### src/rtl/mult_div_hilo.sv
// mult_div_hilo: iterative MULT/MULTU/DIV/DIVU engine owning the HI/LO pair, plus MTHI/MTLO.
// Defining MULTDIV_MADD_EN turns Acc=1 multiplies into MADD/MADDU accumulates into {Hi,Lo}.

// Purpose: one shift-add / restoring shift-subtract step per clock, sign fix-up, HI/LO write.
// Latency: Start edge N -> Done pulse and new Hi/Lo after edge N+33 (divide by zero: N+1).
// Backpressure: none; Start while Busy is dropped, caller must wait for Done.
module mult_div_hilo #(
   parameter int WIDTH = 32
) (
   input  logic             clk,
   input  logic             reset,
   input  logic             Start,
   input  logic [1:0]       Op,
   input  logic             Acc,
   input  logic [WIDTH-1:0] ReadData1,
   input  logic [WIDTH-1:0] ReadData2,
   input  logic             HiWrite,
   input  logic             LoWrite,
   output logic             Busy,
   output logic             Done,
   output logic             DivByZero,
   output logic [WIDTH-1:0] Hi,
   output logic [WIDTH-1:0] Lo
);
   localparam int CW = $clog2(WIDTH);

   typedef enum logic [1:0] {S_IDLE, S_RUN, S_FIX, S_DZ} state_t;

   state_t           r_state;
   logic [CW-1:0]    r_cnt;
   logic [WIDTH-1:0] r_opd;
   logic [WIDTH-1:0] r_ph;
   logic [WIDTH-1:0] r_pl;
   logic [WIDTH-1:0] r_hi;
   logic [WIDTH-1:0] r_lo;
   logic             r_div;
   logic             r_qneg;
   logic             r_rneg;
   logic             r_busy;
   logic             r_done;
   logic             r_dz;

   logic             w_is_div;
   logic             w_a_neg;
   logic             w_b_neg;
   logic             w_dz;
   logic [WIDTH-1:0] w_abs_a;
   logic [WIDTH-1:0] w_abs_b;

   assign w_is_div = Op[1];
   assign w_a_neg  = Op[0] & ReadData1[WIDTH-1];
   assign w_b_neg  = Op[0] & ReadData2[WIDTH-1];
   assign w_abs_a  = w_a_neg ? -ReadData1 : ReadData1;
   assign w_abs_b  = w_b_neg ? -ReadData2 : ReadData2;
   assign w_dz     = w_is_div & (ReadData2 == '0);

   // Multiply: r_ph:r_pl is the running product, multiplier shifting out of r_pl.
   // Divide: r_ph is the partial remainder, dividend shifts out of r_pl as quotient shifts in.
   logic [WIDTH:0]   w_msum;
   logic [WIDTH:0]   w_dshift;
   logic [WIDTH+1:0] w_ddiff;
   logic             w_qbit;

   assign w_msum   = {1'b0, r_ph} + (r_pl[0] ? {1'b0, r_opd} : '0);
   assign w_dshift = {r_ph, r_pl[WIDTH-1]};
   assign w_ddiff  = {1'b0, w_dshift} - {2'b0, r_opd};
   assign w_qbit   = ~w_ddiff[WIDTH+1];

   logic [2*WIDTH-1:0] w_prod;
   logic [2*WIDTH-1:0] w_mres;
   logic [WIDTH-1:0]   w_quo;
   logic [WIDTH-1:0]   w_rem;
   logic               w_unused_bits;

   assign w_prod = r_qneg ? -{r_ph, r_pl} : {r_ph, r_pl};
   assign w_quo  = r_qneg ? -r_pl : r_pl;
   assign w_rem  = r_rneg ? -r_ph : r_ph;

`ifdef MULTDIV_MADD_EN
   logic r_madd;
   assign w_mres        = r_madd ? ({r_hi, r_lo} + w_prod) : w_prod;
   assign w_unused_bits = w_ddiff[WIDTH];
`else
   assign w_mres        = w_prod;
   assign w_unused_bits = w_ddiff[WIDTH] ^ Acc;
`endif

   always_ff @(posedge clk) begin
      if (reset) begin
         r_state <= S_IDLE;
         r_cnt   <= '0;
         r_opd   <= '0;
         r_ph    <= '0;
         r_pl    <= '0;
         r_hi    <= '0;
         r_lo    <= '0;
         r_div   <= 1'b0;
         r_qneg  <= 1'b0;
         r_rneg  <= 1'b0;
         r_busy  <= 1'b0;
         r_done  <= 1'b0;
         r_dz    <= 1'b0;
`ifdef MULTDIV_MADD_EN
         r_madd  <= 1'b0;
`endif
      end else begin
         r_done <= 1'b0;
         r_dz   <= 1'b0;
         case (r_state)
            S_IDLE: begin
               if (Start) begin
                  r_busy  <= 1'b1;
                  r_div   <= w_is_div;
                  r_cnt   <= '0;
                  r_ph    <= '0;
                  r_rneg  <= w_a_neg;
                  r_qneg  <= w_a_neg ^ w_b_neg;
                  r_opd   <= w_is_div ? w_abs_b : w_abs_a;
                  r_pl    <= w_is_div ? w_abs_a : w_abs_b;
`ifdef MULTDIV_MADD_EN
                  r_madd  <= Acc & ~w_is_div;
`endif
                  r_state <= w_dz ? S_DZ : S_RUN;
               end else begin
                  if (HiWrite) r_hi <= ReadData1;
                  if (LoWrite) r_lo <= ReadData1;
               end
            end
            S_RUN: begin
               if (r_div) begin
                  r_ph <= w_qbit ? w_ddiff[WIDTH-1:0] : w_dshift[WIDTH-1:0];
                  r_pl <= {r_pl[WIDTH-2:0], w_qbit};
               end else begin
                  {r_ph, r_pl} <= {w_msum, r_pl[WIDTH-1:1]};
               end
               r_cnt <= r_cnt + 1'b1;
               if (r_cnt == CW'(WIDTH-1)) r_state <= S_FIX;
            end
            S_FIX: begin
               if (r_div) begin
                  r_hi <= w_rem;
                  r_lo <= w_quo;
               end else begin
                  {r_hi, r_lo} <= w_mres;
               end
               r_busy  <= 1'b0;
               r_done  <= 1'b1;
               r_state <= S_IDLE;
            end
            S_DZ: begin
               r_busy  <= 1'b0;
               r_done  <= 1'b1;
               r_dz    <= 1'b1;
               r_state <= S_IDLE;
            end
            default: r_state <= S_IDLE;
         endcase
      end
   end

   assign Busy      = r_busy;
   assign Done      = r_done;
   assign DivByZero = r_dz;
   assign Hi        = r_hi;
   assign Lo        = r_lo;

endmodule

### config.mk
export PLATFORM = sky130hd
export DESIGN_NAME = mult_div_hilo
export DESIGN_NICKNAME = d
export VERILOG_FILES = /design/src/rtl/mult_div_hilo.sv
export SDC_FILE = /design/constraint.sdc
export NUM_CORES = 1
export LEC_CHECK = 0
export BUFFER_PORTS_ARGS = -buffer_cell sky130_fd_sc_hd__buf_2
export CORE_MARGIN = 2
export CORE_UTILIZATION = 35
export DETAILED_ROUTE_END_ITERATION = 16
export PLACE_DENSITY_LB_ADDON = 0.15
export SLEW_MARGIN = 30
export SYNTH_ARGS = -nofsm -noshare
export SYNTH_HDL_FRONTEND = slang
export SYNTH_SLANG_ARGS = --single-unit
### constraint.sdc
create_clock -name clk -period 5.1 [get_ports clk]
set_input_delay 1.02 -clock clk [delete_from_list [all_inputs] [get_ports clk]]
set_output_delay 1.02 -clock clk [all_outputs]
set_load 0.02 [all_outputs]
==> summary.md <==
| Metric | Value |
|---|---|
| Status | finished, final reports clean |
| Die area | 41300 sq um |
| Syn_area_per_cell | around 7.4 sq um |
| Final Non-Filler Cells | around 2500 |
| Internal | 2590 uW |
| Power share of the clock group | between 30 and 40% |
| Total GRT Usage | 24.5% |
| Setup TNS | 0 ns |
| Clk_lat worst skew | 0.46 ns |
| #FFs+latches synth | roughly 170 |
| Slew HR | 34.4% |
| CTS Buf Count | 17 |
| Static Leak | around 0.0062 uW |
| Crit share post-route | between 80 and 90% |
| Logic pwr share | about 28% |
| Row count | 73 |
| Initial DRC count | between 1000 and 1500 |
| Number of vias per cell | between 5 and 6 |
| Layout cell share with drive strength beyond 1 | 11.5% |
| Htree depth | 4 |
| Ys flop type | dfxtp_1 |
| Synth area leaders | dfxtp_1 (25%), ha_1 (6.3%), xnor2_1 (6.3%), nor2_1 (6.1%), a21oi_1 (6.0%) |
| Vias in the first global route | approximately 13000 |
| Req. time, crit path | approximately 5.4 ns |
| Worst Tran Pin Value | slightly below 1 ns |
| Layout fillers | about 4100 |
| Synth Instances | 1868 |
| Crit start category | flip-flop |
| Largest net degree at the start of global routing | 82 |
| Setup CP Type | flip-flop to flip-flop |
| Ports | approximately 140 |
| First-pass GRT wire length | around 78 mm |
| Total of max-cap violations | 0 |
| Antenna Nets Post-Route | 0 |
| Synth Cell Area | about 14000 sq um |
| Setup-failing EPs final | 0 |
| Worst min path class | flip-flop to flip-flop |
| Unrepaired setup endpoints after global routing | no |
| Max Fanout on Critical Path | 29 |
| Final layout net count | ~2100 |
| FF+latch area | around 3500 sq um |
| Maximum clock rate | 242 MHz |
| Core area | 39500 sq um |
| Pins Over Slew Limit | 0 |
| Initial cell density of the core | a little over a third |
| Yosys cell types | 70 |
| WP data arrival | between 4 and 5 ns |
| Crit end category | flip-flop |
| # clock sinks | between 150 and 200 |
| Initial antenna violation count | 0 |
| Via count | ~14000 |
| Post-route minimum period | approximately 4.1 ns |
| Area occupied by multi-input gates | just under 10000 sq um |
| Routability cong. | ~0.96 |
| Largest area contributor in the netlist | dfxtp_1 |
| Die height | about 200 um |
| Port Buf Inserts | approximately 140 |
| DRT Wirelength | ~52 mm |
| Async SR Flop Fraction | 0% |
| Clock-pin slew on the worst setup and hold paths | around 0.060 ns |
| Final worst slack | about 0.97 ns |
| Post-CTS Setup Inserts | 0 |
| Post-Place Cells | 2423 |
| Area grow syn2layout | 11.9% |
| Sequential share of the synthesized area | approximately 25% |
| Die width | 203 um |
| Flop pwr share | 38.4% |
| Antenna diodes | 0 |
| Power Dens Cells | approximately 260 nW/um^2 |
| CTS tree | yes |
| Yosys warnings | 0 |
| Worst VDD drop | approximately 0.26 mV |
| Switching share of power | a little over a third |
| Initial DRT Pass Iterations | 5 |
| Commonest non-fill, non-tap cells in the layout | nor2_1 (227), nand2_1 (179), dfxtp_1 (172) |
| Sw Pwr | roughly 1400 uW |
| Routed length per instance | 21.0 um |
| Synth Net Count | between 2000 and 2500 |
| Pre-CTS setup slack | between 1 and 1.5 ns |
| Longest Clk Path Bufs | 2 |
| Post-Route Skew | 0.0132 ns |
| Post-synth top area share | 24.9% |
| Area post-placement | 15000 sq um |
| Post-CTS Resized | 0 |
| Commonest non-fill, non-tap cell in the layout | nor2_1 |
| Detailed-route DRC error count | 0 |
| Min Hold Slack | about 0.45 ns |
| Layout Cell Area excl Fill | approximately 16000 sq um |
| Hold_buf cts | 0 |
| Hpwl dp | between 30 and 40 mm |
| Hold Fails Final Rpt | 0 |
| Total gr overflow | 0 |
| Root Buffer | clkbuf_16 |
| Number of enable flip-flop cells after synthesis | 0 |
==> metal layers <==
layer	track usage, %	wire [um]	up-vias
met5	0	0	-
met2	41.1	24200	388
met4	5.58	646	0
met1	33.8	23800	6755
met3	2.41	2830	33
li1	-	-	6941
==> power by group through the flow <==
stage	Clock (uW)	Sequential [uW]	Combinational [uW]
4_1_cts	1340	1530	1120
3_3_place_gp	0	1560	1110
2_1_floorplan	0	1530	787
3_5_place_dp	0	1560	1110
6_report	1320	1530	1130
5_1_grt	1390	1540	1240
==> cells in the mapped netlist, types with 15 or more instances <==
master    number
a211oi_1      60
a21o_1        27
a21oi_1      168
a222oi_1      55
clkbuf_1     126
dfxtp_1      173
ha_1          70
inv_1         59
mux2i_1       25
nand2_1      180
nand2b_1      19
nand3_1       21
nor2_1       227
nor2b_1       24
nor3_1        38
nor4_1        15
o211ai_1      51
o21ai_0      111
o31ai_1       20
xnor2_1      100
xor2_1        74
==> sequential cells by signal (all words and copies together) (netlist names) <==
| name | flops |
|---|---|
| r_div | 1 |
| r_opd | 32 |
| Lo | 32 |
| Busy | 1 |
| DivByZero | 1 |
| r_rneg | 1 |
| r_ph | 32 |
| r_qneg | 1 |
| Hi | 32 |
| r_pl | 32 |
| r_cnt | 5 |
| Done | 1 |
| r_state | 2 |
==> path summary, 6_finish.rpt <==
check | start | end | slack, ns | cells after the start
worst min register to register | Lo[2] | Lo[2] | 0.45 | 2
worst max-delay path | r_pl[0] | r_ph[29] | 0.97 | 15
worst min-delay path | Lo[2] | Lo[2] | 0.45 | 2
worst max register to register | r_pl[0] | r_ph[29] | 0.97 | 15
==> critical path, cell delays in order, from the launching register on <==
cell and delay (ns):
dfxtp_1 0.56, inv_1 0.21, buf_4 0.28, nor2_1 0.14
ha_1 0.28, a21oi_1 0.24, nor2b_1 0.07, nor3_1 0.15
buf_4 0.16, a31o_2 0.19, a31oi_1 0.13, a311o_1 0.44
a21boi_0 0.54, o221ai_1 0.26, xnor2_1 0.19, o221ai_1 0.12
==> through the flow <==
| step | power, uW | utilization, % |
|---|---|---|
| after CTS | 3990 | 39.4 |
| after floorplan | 2320 | - |
| after global placement | 2660 | 38.0 |
| after global routing | 4180 | 39.4 |
| after detailed placement | 2670 | 38.0 |
| final | 3980 | 39.4 |
==> cell type report <==
class / count / area share [%]
Multi-Input combinational cell: 1497 / 62.5
Sequential cell: 173 / 22.3
Inverter: 59 / 1.42
Timing Repair Buffer: 169 / 6.05
Clock buffer: 24 / 3.03
Clock inverter: 6 / 0.563
Tap cell: 525 / 4.22
==> kinds of logic after synthesis <==
family | Yosys count | synth area share, %
AOI/OAI and AO/OA | 616 | 30.1
DFF | 173 | 24.9
adders and majority gates | 72 | 6.59
and+or+nand+nor | 609 | 20.1
xor gates and xnor gates | 174 | 11.0
muxes | 26 | 1.91
buffers and inverters | 198 | 5.42
No activity file was read; power rests on OpenSTA's default activity.
